--- config.mk ---
export PLATFORM = sky130hd
export DESIGN_NAME = reg8bit_serial_tx
export DESIGN_NICKNAME = d
export VERILOG_FILES = /design/src/rtl/reg8bit_serial_pkg.sv /design/src/rtl/reg8bit_serial_tx_baud.sv /design/src/rtl/reg8bit_serial_tx.sv
export SDC_FILE = /design/constraint.sdc
export NUM_CORES = 1
export LEC_CHECK = 0
export BUFFER_PORTS_ARGS = -buffer_cell sky130_fd_sc_hd__buf_4
export CAP_MARGIN = 20
export CORE_MARGIN = 3
export CORE_UTILIZATION = 60
export CTS_CLUSTER_DIAMETER = 120
export DETAILED_ROUTE_END_ITERATION = 16
export GPL_TIMING_DRIVEN = 0
export PLACE_DENSITY = 0.82
export SETUP_SLACK_MARGIN = 0.3
export SYNTH_ARGS = -nofsm -noshare
export SYNTH_HDL_FRONTEND = slang
export SYNTH_SLANG_ARGS = --single-unit
--- constraint.sdc ---
create_clock -name clk -period 3.8 [get_ports clk]
set_input_delay 0.76 -clock clk [delete_from_list [all_inputs] [get_ports clk]]
set_output_delay 0.76 -clock clk [all_outputs]
set_load 0.02 [all_outputs]
--- src/rtl/reg8bit_serial_pkg.sv ---
// Shared types and constants for the 8-bit serial readout transmitter.
// Parity support is controlled by REG8BIT_SERIAL_TX_PARITY_EN in the top module.
package reg8bit_serial_pkg;

  typedef enum logic [2:0] {
    IDLE   = 3'd0,
    START  = 3'd1,
    DATA   = 3'd2,
    PARITY = 3'd3,
    STOP   = 3'd4
  } state_e;

  localparam int         DATA_BITS = 8;
  localparam logic       TX_IDLE   = 1'b1;
  localparam logic       TX_START  = 1'b0;
  localparam logic [2:0] LAST_BIT  = 3'(DATA_BITS - 1);

endpackage

--- src/rtl/reg8bit_serial_tx_baud.sv ---
// Bit-period timer for reg8bit_serial_tx: counts 0..CLKS_PER_BIT-1 and flags
// the last cycle of each bit period with a one-cycle tick.
module baud_tick_gen #(
  parameter int CLKS_PER_BIT = 16
) (
  input  logic clk,
  input  logic res,
  input  logic clr_i,
  output logic tick_o
);

  localparam int            CW   = (CLKS_PER_BIT > 1) ? $clog2(CLKS_PER_BIT) : 1;
  localparam logic [CW-1:0] LAST = CW'(CLKS_PER_BIT - 1);

  logic [CW-1:0] cnt_q, cnt_d;

  assign tick_o = (cnt_q == LAST);

  // Reload at every bit boundary so each bit lasts exactly CLKS_PER_BIT cycles.
  always_comb begin
    cnt_d = cnt_q + CW'(1);
    if (clr_i || tick_o) cnt_d = '0;
  end

  always_ff @(posedge clk or negedge res) begin
    if (!res) cnt_q <= '0;
    else      cnt_q <= cnt_d;
  end

endmodule

--- src/rtl/reg8bit_serial_tx.sv ---
// Parallel-to-serial readout: start bit, 8 data bits LSB first, optional even
// parity (REG8BIT_SERIAL_TX_PARITY_EN), stop bit. All outputs are registered.
//
// state  | meaning
// IDLE   | line high, rdy=1, waiting for en
// START  | start bit (line low)
// DATA   | shifting out 8 data bits, LSB first
// PARITY | even parity bit of the captured byte (parity build only)
// STOP   | stop bit (line high), returns to IDLE
module reg8bit_serial_tx
  import reg8bit_serial_pkg::*;
#(
  parameter int CLKS_PER_BIT = 16
) (
  input  logic       clk,
  input  logic       res,
  input  logic [7:0] data_In,
  input  logic       en,
  output logic       rdy,
  output logic       tx,
  output logic       busy
);

  state_e     state_q;
  logic [7:0] shift_q;
  logic [2:0] bit_cnt_q;
  logic       tx_q;
  logic       rdy_q;
  logic       busy_q;
  logic       tick;
`ifdef REG8BIT_SERIAL_TX_PARITY_EN
  logic       parity_q;
`endif

  baud_tick_gen #(
    .CLKS_PER_BIT(CLKS_PER_BIT)
  ) u_baud (
    .clk   (clk),
    .res   (res),
    .clr_i (state_q == IDLE),
    .tick_o(tick)
  );

  always_ff @(posedge clk or negedge res) begin
    if (!res) begin
      state_q   <= IDLE;
      shift_q   <= '0;
      bit_cnt_q <= '0;
      tx_q      <= TX_IDLE;
      rdy_q     <= 1'b1;
      busy_q    <= 1'b0;
`ifdef REG8BIT_SERIAL_TX_PARITY_EN
      parity_q  <= 1'b0;
`endif
    end else begin
      unique case (state_q)
        IDLE: begin
          // rdy_q is high throughout IDLE, so en alone qualifies the load.
          if (en) begin
            shift_q  <= data_In;
`ifdef REG8BIT_SERIAL_TX_PARITY_EN
            parity_q <= ^data_In;
`endif
            state_q  <= START;
            tx_q     <= TX_START;
            rdy_q    <= 1'b0;
            busy_q   <= 1'b1;
          end
        end
        START: begin
          if (tick) begin
            state_q <= DATA;
            tx_q    <= shift_q[0];
          end
        end
        DATA: begin
          if (tick) begin
            shift_q   <= {1'b0, shift_q[7:1]};
            bit_cnt_q <= bit_cnt_q + 3'd1;
            if (bit_cnt_q == LAST_BIT) begin
`ifdef REG8BIT_SERIAL_TX_PARITY_EN
              state_q <= PARITY;
              tx_q    <= parity_q;
`else
              state_q <= STOP;
              tx_q    <= TX_IDLE;
`endif
            end else begin
              tx_q <= shift_q[1];
            end
          end
        end
`ifdef REG8BIT_SERIAL_TX_PARITY_EN
        PARITY: begin
          if (tick) begin
            state_q <= STOP;
            tx_q    <= TX_IDLE;
          end
        end
`endif
        STOP: begin
          if (tick) begin
            state_q <= IDLE;
            tx_q    <= TX_IDLE;
            rdy_q   <= 1'b1;
            busy_q  <= 1'b0;
          end
        end
        default: begin
          state_q <= IDLE;
          tx_q    <= TX_IDLE;
          rdy_q   <= 1'b1;
          busy_q  <= 1'b0;
        end
      endcase
    end
  end

  assign tx   = tx_q;
  assign rdy  = rdy_q;
  assign busy = busy_q;

endmodule

==> flow_summary.toml <==
[run]
drv_cap = 0

[timing]
drv_slew = 0
fin_skew_ps = 4.06
maxSlewHeadroom_pct = 81.6
period_share_pct = 46.9
tns_ps = 0
max_freq_mhz = 561
rsz0062_at_grt = "false"
fin_crit_ps = 1780
worstMarginPinSlew_ps = 276
hold_viol = 0
setup_violations = 0

[place]
place_area_um2 = 1270
place_inst = 150
port_buffers = 13
gp_congestion = 0.802
dp_hpwl_um = 1530

[synthesis]
yosysWarnings = 0
synth-async-reset-ratio_pct = 100
synthMuxAreaShare_pct = 8.77
ys_ff_latch = 21
synth-simple-area-share_pct = 16.8
ys_seq_area_share_pct = 46.3
synth_nets = 126
synth-main-ff-cell = "dfrtp_1"
synth-edff-count = 0
synth_top_family_by_area = "simple AND/OR/NAND/NOR gates"
synth_top_cell_by_area = "dfrtp_1"
synthTopCellsByCount = "dfrtp_1, nor2_1, nand2_1"
syn_area_um2 = 1140
synthCells = 112
synth_area_per_cell_um2 = 10.2
synth_fa_ha_area_share_pct = 3.29
synth_xor_xnor_area_share_pct = 2.30
yosysTopAreaCellShare_pct = 41.7
ys_types = 32
synth_area_leaders = "dfrtp_1, mux2i_1, buf_6"
synth-compound-area-share_pct = 15.5
yosysMostFrequentCell = "dfrtp_1"

[worst_setup_path]
end_kind = "primary output"
critPathArrivalTime_ps = 1020
cp-start-kind = "register"
worst-path-buf-inv = 1
path_max_fanout = 4
critical_path_required_ps = 3040
cp_top_family = "flip-flops"
crit_chain = "buf_4"
critical_path_class = "register to primary output"
cp_slowest_cell = "dfstp_2"
slowest_delay_ps = 570

[routing]
wl_per_cell_um = 13.3
drt_iter0_markers = 13
vias_per_cell = 5.61
vias = 864
routed_wl_um = 2050
top_layer = "met4"
drcViolationCount = 0
ant_nets = 0
m1WireLength_um = 888
firstDrtPassIters = 4
wl_met2_um = 1040
wl_met3_um = 92

[clock_tree]
cts.sinks = 21
clk_pin_slew_ps = 120
tritoncts = "built"
worstSkewPairLatency_ps = 310
htreeDepth = 1
clock-root-buffer = "clkbuf_4"
ctsResizeCount = 0
cts_inserted_buffers = 3
clockBufferDepth = 2
cts_setup_buffers = 0
ctsHoldBuffers = 0

[run_status]
outcome = "finished, final reports clean"

[floorplan]
start_util_pct = 64.7
dieWidth_um = 49.6
die_y_um = 49.6
io_pins = 14
std_cell_rows = 15
dieArea_um2 = 2460
core_area_um2 = 1760

[power]
total_leakage_power_nw = 0.590
ir_worst_vdd_mv = 0.467
p_switching_w = 0.000314
power.internal_w = 0.000510
switching_share_pct = 38.2
p_per_area_nw_per_um2 = 636
p_seq_share_pct = 45.1
power_w = 0.000824
power_frac_comb_pct = 41.6
p_clk_share_pct = 13.3

[cells_and_area]
nFillCells = 137
instances_no_fill = 154
diodes = 0
drive_above_1_share_pct = 26.4
nNetsFinal = 144
finalInstanceArea_um2 = 1300
area_growth_pct = 13.6

[grt]
grt_max_degree = 22
antenna_found_initial = 0
overflow = 0
grt_usage_pct = 19.8
grt_first_pass_wirelength_um = 3710
grt_pass1_vias = 843

[hold_path]
min_path_type = "input pin to async pin"
[area by class of cell]
type | count | area, µm² | share of cell area (%)
clock buffers | 4 | 26.3 | 2.03
repair buffers | 13 | 97.6 | 7.53
flip-flops and latches | 21 | 528 | 40.7
multi-input cells | 80 | 532 | 41.0
plain buffers | 7 | 66.3 | 5.12
inverters | 4 | 15.0 | 1.16
well taps | 25 | 31.3 | 2.41
[logic make-up after synthesis]
group | Yosys count
xor+xnor | 3
simple gates | 39
buf+inv | 11
flops | 21
mux | 9
fa+ha+maj | 3
compound gates | 26
[registers in the layout, summed over array words and instances, names as in the netlist]
signal,flops
state_q,3
bit_cnt_q,3
busy,1
shift_q,8
tx,1
rdy,1
u_baud.cnt_q,4
[cell usage in the layout (no fill, tap or decap), types with 2 or more instances in the layout]
master and count:
buf_2 2, mux2i_1 7, buf_6 5, mux2_4 2, clkbuf_4 3, nand3_1 4
nand2_1 10, nand2b_1 2, o22ai_1 2, a2111oi_2 2, nor2_1 11, xor2_1 2
dfstp_2 2, ha_1 3, nor3_1 2, o21ai_1 9, inv_1 3, or3_1 2
a21oi_1 8, dfrtp_1 19, nor2b_1 3, buf_4 13
[metal layers]
metal | vias up | GRT usage [%]
met3 | 4 | 3.93
met1 | 415 | 24.4
met4 | 0 | 8.29
met5 | - | 0
li1 | 425 | -
met2 | 20 | 33.7
[final timing paths]
| check | from | end | slack [ps] | cells after the start |
|---|---|---|---|---|
| max in group asynchronous | res | tx$_DFFE_PN1P_ | 3210 | 1 |
| min in group clk | u_baud.cnt_q[0]$_DFF_PN0_ | u_baud.cnt_q[0]$_DFF_PN0_ | 480 | 1 |
| setup / recovery | rdy$_DFFE_PN1P_ | rdy | 2020 | 1 |
| hold / removal | res | state_q[1]$_DFFE_PN0P_ | 310 | 1 |
| setup reg to reg | u_baud.cnt_q[0]$_DFF_PN0_ | tx$_DFFE_PN1P_ | 2250 | 6 |
| hold reg to reg | u_baud.cnt_q[0]$_DFF_PN0_ | u_baud.cnt_q[0]$_DFF_PN0_ | 480 | 1 |
[power groups by stage]
stage	Sequential (W)	Combinational [W]	Clock, W
6_report	0.000372	0.000343	0.000109
5_1_grt	0.000383	0.000390	0.000124
4_1_cts	0.000371	0.000347	0.000114
3_5_place_dp	0.000376	0.000346	0
3_3_place_gp	0.000369	0.000334	0
2_1_floorplan	0.000381	0.000248	0
[metrics by stage]
| step | hold slack, ps | setup WS, ps | utilization, % |
|---|---|---|---|
| CTS | 307 | 2010 | 73.5 |
| floorplan | 433 | 2400 | - |
| detailed placement | 460 | 2190 | 72.0 |
| global placement | 445 | 2220 | 72.0 |
| global route | 300 | 1980 | 73.5 |
| finish | 311 | 2020 | 73.5 |
(Power assumes the default switching activity.)
